**src/rtl/bcd_to_binary.sv**
```systemverilog
// rtl/bcd_to_binary.sv - sequential packed-BCD to binary converter (reverse double dabble)
module bcd_to_binary #(
  parameter int DIGITS = 3,
  parameter int BIN_W  = 10
) (
  input  logic                  clk,
  input  logic                  rst,
  input  logic                  enable,
  input  logic [4*DIGITS-1:0]   bcd_in,
  output logic [BIN_W-1:0]      binary,
  output logic                  done,
  output logic                  busy,
  output logic                  error
);

  localparam int WORK_W = 4*DIGITS + BIN_W;
  localparam int CNT_W  = $clog2(BIN_W + 1);

  typedef enum logic [1:0] {IDLE, SHIFT, ADJUST, DONE} state_t;

  state_t              state_q;
  logic [CNT_W-1:0]    cnt_q;
  logic [WORK_W-1:0]   work_q;
  logic [WORK_W-1:0]   adj_d;
  logic                err_q;
  logic                in_err_d;
  logic [BIN_W-1:0]    binary_q;
  logic                done_q;
  logic                busy_q;
  logic                error_q;

  // Every BCD digit >= 8 drops by 3 in parallel; the binary field passes through.
  always_comb begin
    adj_d = work_q;
    for (int i = 0; i < DIGITS; i++) begin
      if (work_q[BIN_W+4*i +: 4] >= 4'd8)
        adj_d[BIN_W+4*i +: 4] = work_q[BIN_W+4*i +: 4] - 4'd3;
    end
  end

  always_comb begin
    in_err_d = 1'b0;
    for (int i = 0; i < DIGITS; i++) begin
      if (bcd_in[4*i +: 4] > 4'd9)
        in_err_d = 1'b1;
    end
  end

  always_ff @(posedge clk) begin
    if (rst) begin
      state_q  <= IDLE;
      cnt_q    <= '0;
      work_q   <= '0;
      err_q    <= 1'b0;
      binary_q <= '0;
      done_q   <= 1'b0;
      busy_q   <= 1'b0;
      error_q  <= 1'b0;
    end else begin
      case (state_q)
        IDLE: begin
          done_q <= 1'b0;
          if (enable) begin
            work_q  <= {bcd_in, {BIN_W{1'b0}}};
            err_q   <= in_err_d;
            busy_q  <= 1'b1;
            cnt_q   <= '0;
            state_q <= SHIFT;
          end
        end
        SHIFT: begin
          work_q  <= work_q >> 1;
          cnt_q   <= cnt_q + 1'b1;
          state_q <= ADJUST;
        end
        ADJUST: begin
          work_q  <= adj_d;
          state_q <= (cnt_q == CNT_W'(BIN_W)) ? DONE : SHIFT;
        end
        DONE: begin
          binary_q <= err_q ? '0 : work_q[BIN_W-1:0];
          error_q  <= err_q;
          done_q   <= 1'b1;
          busy_q   <= 1'b0;
          state_q  <= IDLE;
        end
        default: state_q <= IDLE;
      endcase
    end
  end

  assign binary = binary_q;
  assign done   = done_q;
  assign busy   = busy_q;
  assign error  = error_q;

endmodule

```
**config.mk**
```make
export PLATFORM = sky130hd
export DESIGN_NAME = bcd_to_binary
export DESIGN_NICKNAME = d
export VERILOG_FILES = /design/src/rtl/bcd_to_binary.sv
export SDC_FILE = /design/constraint.sdc
export NUM_CORES = 1
export LEC_CHECK = 0
export BUFFER_PORTS_ARGS = -buffer_cell sky130_fd_sc_hd__buf_2
export CAP_MARGIN = 20
export CORE_MARGIN = 2
export CORE_UTILIZATION = 30
export CTS_BUF_LIST = sky130_fd_sc_hd__clkbuf_4
export CTS_CLUSTER_SIZE = 16
export DETAILED_ROUTE_END_ITERATION = 10
export PLACE_DENSITY = 0.54
export REMOVE_ABC_BUFFERS = 1
export SLEW_MARGIN = 20
export SYNTH_ARGS = -nofsm -noshare
export SYNTH_HDL_FRONTEND = slang
export SYNTH_SLANG_ARGS = --single-unit
```
**constraint.sdc**
```tcl
create_clock -name clk -period 2.1 [get_ports clk]
set_input_delay 0.315 -clock clk [delete_from_list [all_inputs] [get_ports clk]]
set_output_delay 0.315 -clock clk [all_outputs]
set_load 0.01 [all_outputs]
```
# == Word level (Yosys, flattened, before mapping) ==
# Cells that the tools add are included.
# classes
reduce_logical,11
n_mux,17
bitwise,1
n_lt_le_gt_ge,6
eq_ne,8
add_sub_neg,4
# op_table
operator,n
22-bit one-hot mux with 3 select lines,1
22-bit two-way mux,1
4-bit two-way mux,4
"4-bit >= comparator, second input constant",3
"4-bit greater-than comparator, second input constant",3
3-bit AND reduction,4
"4-bit by 2-bit subtractor with 4-bit output, second input constant",3
10-bit two-way mux,1
"2-bit inequality test, second input constant",4
2-bit one-hot mux with 4 select lines,1
4-bit one-hot mux with 2 select lines,1
2-bit AND reduction,3
"4-bit by 1-bit adder with 4-bit output, second input constant",1
"2-bit == test, second input constant",2
"4-bit == test, second input constant",1
1-bit two-way mux,4
2-bit two-way mux,2
1-bit one-hot mux with 2 select lines,2
2-bit nonzero test,2
3-bit nonzero test,1
"2-bit by 1-bit == test with 1-bit output, second input constant",1
2-bit logical NOT,1
1-bit inverter,1
# totals
in_bits,15
wordCells,58
register_bits,42
output_inout_bits,13

# == Logic depth before layout (Yosys ltp) ==
# depth
depth_word,4
mapped_depth,8
depth_no_buf,6

# == Least setup slack after synthesis ==
# OpenSTA, ideal clock, no wires.
# synth_timing
path_type,register to register
start,register state_q[0]
end,register work_q[14]
required_ns,2.035
stages_incl_launch_ff,9
setup_ns,0.065
period_less_slack_ns,1.802
path_buffers,2
path_slack_ns,0.298
arrival_time_ns,1.738
path_cell_list,dfxtp_1 inv_1 ha_1 buf_6 nor2b_4 buf_6 or4_1 o22a_1 nor2_1
# synth_between
elab_chain_len,3
elab_cells_between_ends,8
cone_classes,eq/ne (4); mux (1); reduce/logical (3)
# synth_rtl
element,line_no,source
"start, declared",21,state_t state_q;
"start signal, assigned",78,state_q <= (cnt_q == CNT_W'(BIN_W)) ? DONE : SHIFT;
2-bit == test (tied with other cells),60,case (state_q)
2-bit inequality test (no line) / 3-bit nonzero test (equally long branches),-,
3-bit AND reduction (no line),-,
"end signal, assigned",64,"work_q <= {bcd_in, {BIN_W{1'b0}}};"
"end signal, assigned",72,work_q <= work_q >> 1;
"end signal, assigned",77,work_q <= adj_d;
"end, declared",23,logic [WORK_W-1:0] work_q;
# Parallel ways exist; a longest one is shown, timed or not.
# A chain may end at the register's enable or synchronous reset.

# == Worst setup path in the final report ==
# Same ends and word-level chain as after synthesis.

==> results.toml <==
[status]
run_status = "complete, no violations"

[logic_synthesis]
syn_inst = 257
synthArstFlopShare_pct = 0
yosys_warnings = 0
synth.distinct_cells = 40
synth-main-ff-cell = "sky130_fd_sc_hd__dfxtp_1"
yosys_register_bits = 42
mappedNetlistArea_um2 = 2180
synth_enable_flop_cells = 0
ys_seq_area_share_pct = 38.6
post_synth.cell_area_avg_um2 = 8.49

[clock_network]
maximum_clock_path_buffer_count = 2
cts_root_buf = "sky130_fd_sc_hd__clkbuf_4"
setup_bufs_post_cts = 0
cts.reportedPaths.clkPinSlew_ns = 0.13
clock_tree.htree_level_count = 2
worst_skew_pair.late_latency_ns = 0.36
tritoncts_clock_tree = "built"
post_cts_hold_buffer_count = 0
cts.sink_count = 42
cts_made_buffers = 5

[placed_design]
port_buffers = 27
dp_slack_ns = 0.238
detailedPlacementHpwl_mm = 3.45
gpl.final_weighted_congestion = 0.840
dpl.cell_count = 375

[sta]
postLayoutSetupSlackWorst_ns = 0.183
shortest_period_the_worst_path_allows_ns = 1.92
finalHoldViolCount = 0
hold-worst-slack_ns = 0.270
setup_violations = 0
worstMarginPinSlew_ns = 0.513
maxSlewHeadroom_pct = 65.8
final.setup_skew_ns = 0.0126
fraction_of_the_cycle_the_final_worst_path_needs_pct = 91.3
unrepaired_setup_endpoints_after_global_routing = "false"
maxSlewViolCount = 0
fmax_mhz = 522
setup-tns-final_ns = 0

[cells_and_area]
synthToLayoutAreaGrowth_pct = 14.3
final_cells = 383
drive_gt1_share_pct = 17.3
antenna_cells_inserted = 0
nets = 310
final_cell_mix = "sky130_fd_sc_hd__dfxtp_1 (42), sky130_fd_sc_hd__a21oi_1 (35), sky130_fd_sc_hd__buf_2 (27)"
layout_commonest_cell = "sky130_fd_sc_hd__dfxtp_1"

[floorplan]
die_width_um = 89.3
placeableCoreArea_um2 = 7140
start_util_pct = 30.6
dieArea_um2 = 7970
pin_count = 28
rows = 31
die-height_um = 89.3

[global_routing]
use_met1_pct = 17.8
global_route.overflow_total = 0
grt_util_all_layers_pct = 13.1
global_route_wire_length_before_repair_mm = 8.20
first_global_vias = 1714
global_route_met2_utilization_pct = 21.1
grt.busiest_layer = "met2"
grt_start_max_net_pins = 23
initial_antenna_violation_count = 0
use_met3_pct = 3.14

[power_and_ir_drop]
worst_vdd_ir_mv = 0.453
power_frac_clock_pct = 25.4
swShare_pct = 34.1
pwr-share-seq_pct = 44.7
p_per_area_nw_per_um2 = 852
static-leakage-power_uw = 0.000994
power.internal_uw = 1400
total_switching_power_uw = 723
p_comb_share_pct = 30.0

[setup_path]
critical_path.slowest_cell = "sky130_fd_sc_hd__ha_1"
critPathMaxStageDelay_ns = 0.44
critPathMostFrequentCell = "sky130_fd_sc_hd__nor2_1"
cell_chain_critical_path = "inv_1 > ha_1 > buf_4 > nor2_1 > or4_1 > o22a_1 > nor2_1"
worst-endpoint-required_ns = 2.39
criticalPathCategory = "reg2reg"
r2r.worst_path.cells = 7
start_kind = "flip-flop"
timing.critical_path.arrival_ns = 2.21
critical_path_peak_fanout = 7
worst_setup_ep_type = "flip-flop"

[run]
cap_violations = 0

[route]
route.detailed.drc = 0
ant_nets = 0
routed-via-count = 1871
routed_wirelength_mm = 4.95
drt_pre_antenna_iters = 4
avgRoutedWirePerCell_um = 12.9
initial_drt_markers = 74
route.detailed.vias_per_inst = 4.89

[worst_hold_path]
hold_depth = 2
min-delay-path-class = "in2reg"
-- metrics by stage --
stage | area [um^2] | power [uW] | utilization (%)
3_3_place_gp | 2410 | 1600 | 33.7
2_1_floorplan | 2050 | 1370 | -
4_1_cts | 2490 | 2140 | 34.9
3_5_place_dp | 2410 | 1600 | 33.7
6_report | 2490 | 2120 | 34.9
5_1_grt | 2490 | 2270 | 34.9
-- Yosys cell counts, types with 8 or more instances --
master                     instances  area (um^2)
sky130_fd_sc_hd__nand3_1          12         60.1
sky130_fd_sc_hd__nand2_1          13         48.8
sky130_fd_sc_hd__clkbuf_1          9         33.8
sky130_fd_sc_hd__a21oi_1          35          175
sky130_fd_sc_hd__o21ai_0           8         40.0
sky130_fd_sc_hd__nor3_1            8         40.0
sky130_fd_sc_hd__nand2b_1         11         68.8
sky130_fd_sc_hd__nor2_1           25         93.8
sky130_fd_sc_hd__ha_1             12          150
sky130_fd_sc_hd__inv_1            10         37.5
sky130_fd_sc_hd__dfxtp_1          42          841
sky130_fd_sc_hd__nand3b_1         10         75.1
-- state kept, by name, indices dropped and copies added, names as in the netlist --
| name | flops |
|---|---|
| state_q | 2 |
| cnt_q | 4 |
| busy | 1 |
| binary | 10 |
| work_q | 22 |
| error | 1 |
| err_q | 1 |
| done | 1 |
-- repair_timing --
item / 4_1_cts / 5_1_grt
endpoints found under the setup margin: 0 / 1
gates resized for setup: 0 / 1
endpoints found under the hold margin: 0 / 0
-- critical path, delay by kind of cell (launching register included) --
| kind | cells | cell delay, ns |
|---|---|---|
| AND/OR/NAND/NOR | 3 | 0.51 |
| adder cells (fa/ha/maj) | 1 | 0.44 |
| flip-flops | 1 | 0.42 |
| buffers and inverters | 2 | 0.28 |
| AO/OA/AOI/OAI | 1 | 0.20 |
-- area by class of cell --
type / count / area (um^2)
Timing Repair Buffer: 38 / 230
Inverter: 11 / 45.0
Sequential cell: 42 / 841
Clock inverter: 3 / 43.8
Fill cell: 786 / 4640
Tap cell: 99 / 124
Multi-Input combinational cell: 185 / 1170
Clock buffer: 5 / 37.5
-- path summary, 6_finish.rpt --
path,from,end,slack (ns)
worst max register to register,state_q[0],work_q[14],0.18
worst max-delay path,state_q[0],work_q[14],0.18
worst min-delay path,enable,err_q,0.27
worst min register to register,binary[7],binary[7],0.47
-- logic make-up (layout without fill, tap and decap cells) --
| family | Yosys count | count (layout) | synth area share [%] |
|---|---|---|---|
| AOI/OAI and AO/OA | 65 | 65 | 18.4 |
| xor gates and xnor gates | 4 | 4 | 1.61 |
| adders and majority gates | 12 | 12 | 6.88 |
| buffers and inverters | 30 | 57 | 7.74 |
| DFF | 42 | 42 | 38.6 |
| muxes | 6 | 6 | 2.75 |
| and+or+nand+nor | 98 | 98 | 24.1 |
-- per-layer routing --
metal | wire, um | part of all wire, % | vias up
li1 | - | - | 952
met1 | 2390 | 48 | 876
met2 | 2290 | 46 | 39
met3 | 229 | 4.6 | 4
met4 | 36 | 0.73 | 0
met5 | 0 | 0 | -
-- power groups by stage --
stage | clock, uW | sequential (uW) | combinational, uW
after floorplan | 0 | 944 | 430
after global placement | 0 | 966 | 633
after detailed placement | 0 | 966 | 634
after CTS | 554 | 948 | 637
after global routing | 593 | 963 | 715
final | 539 | 949 | 636
(Power assumes the default switching activity.)
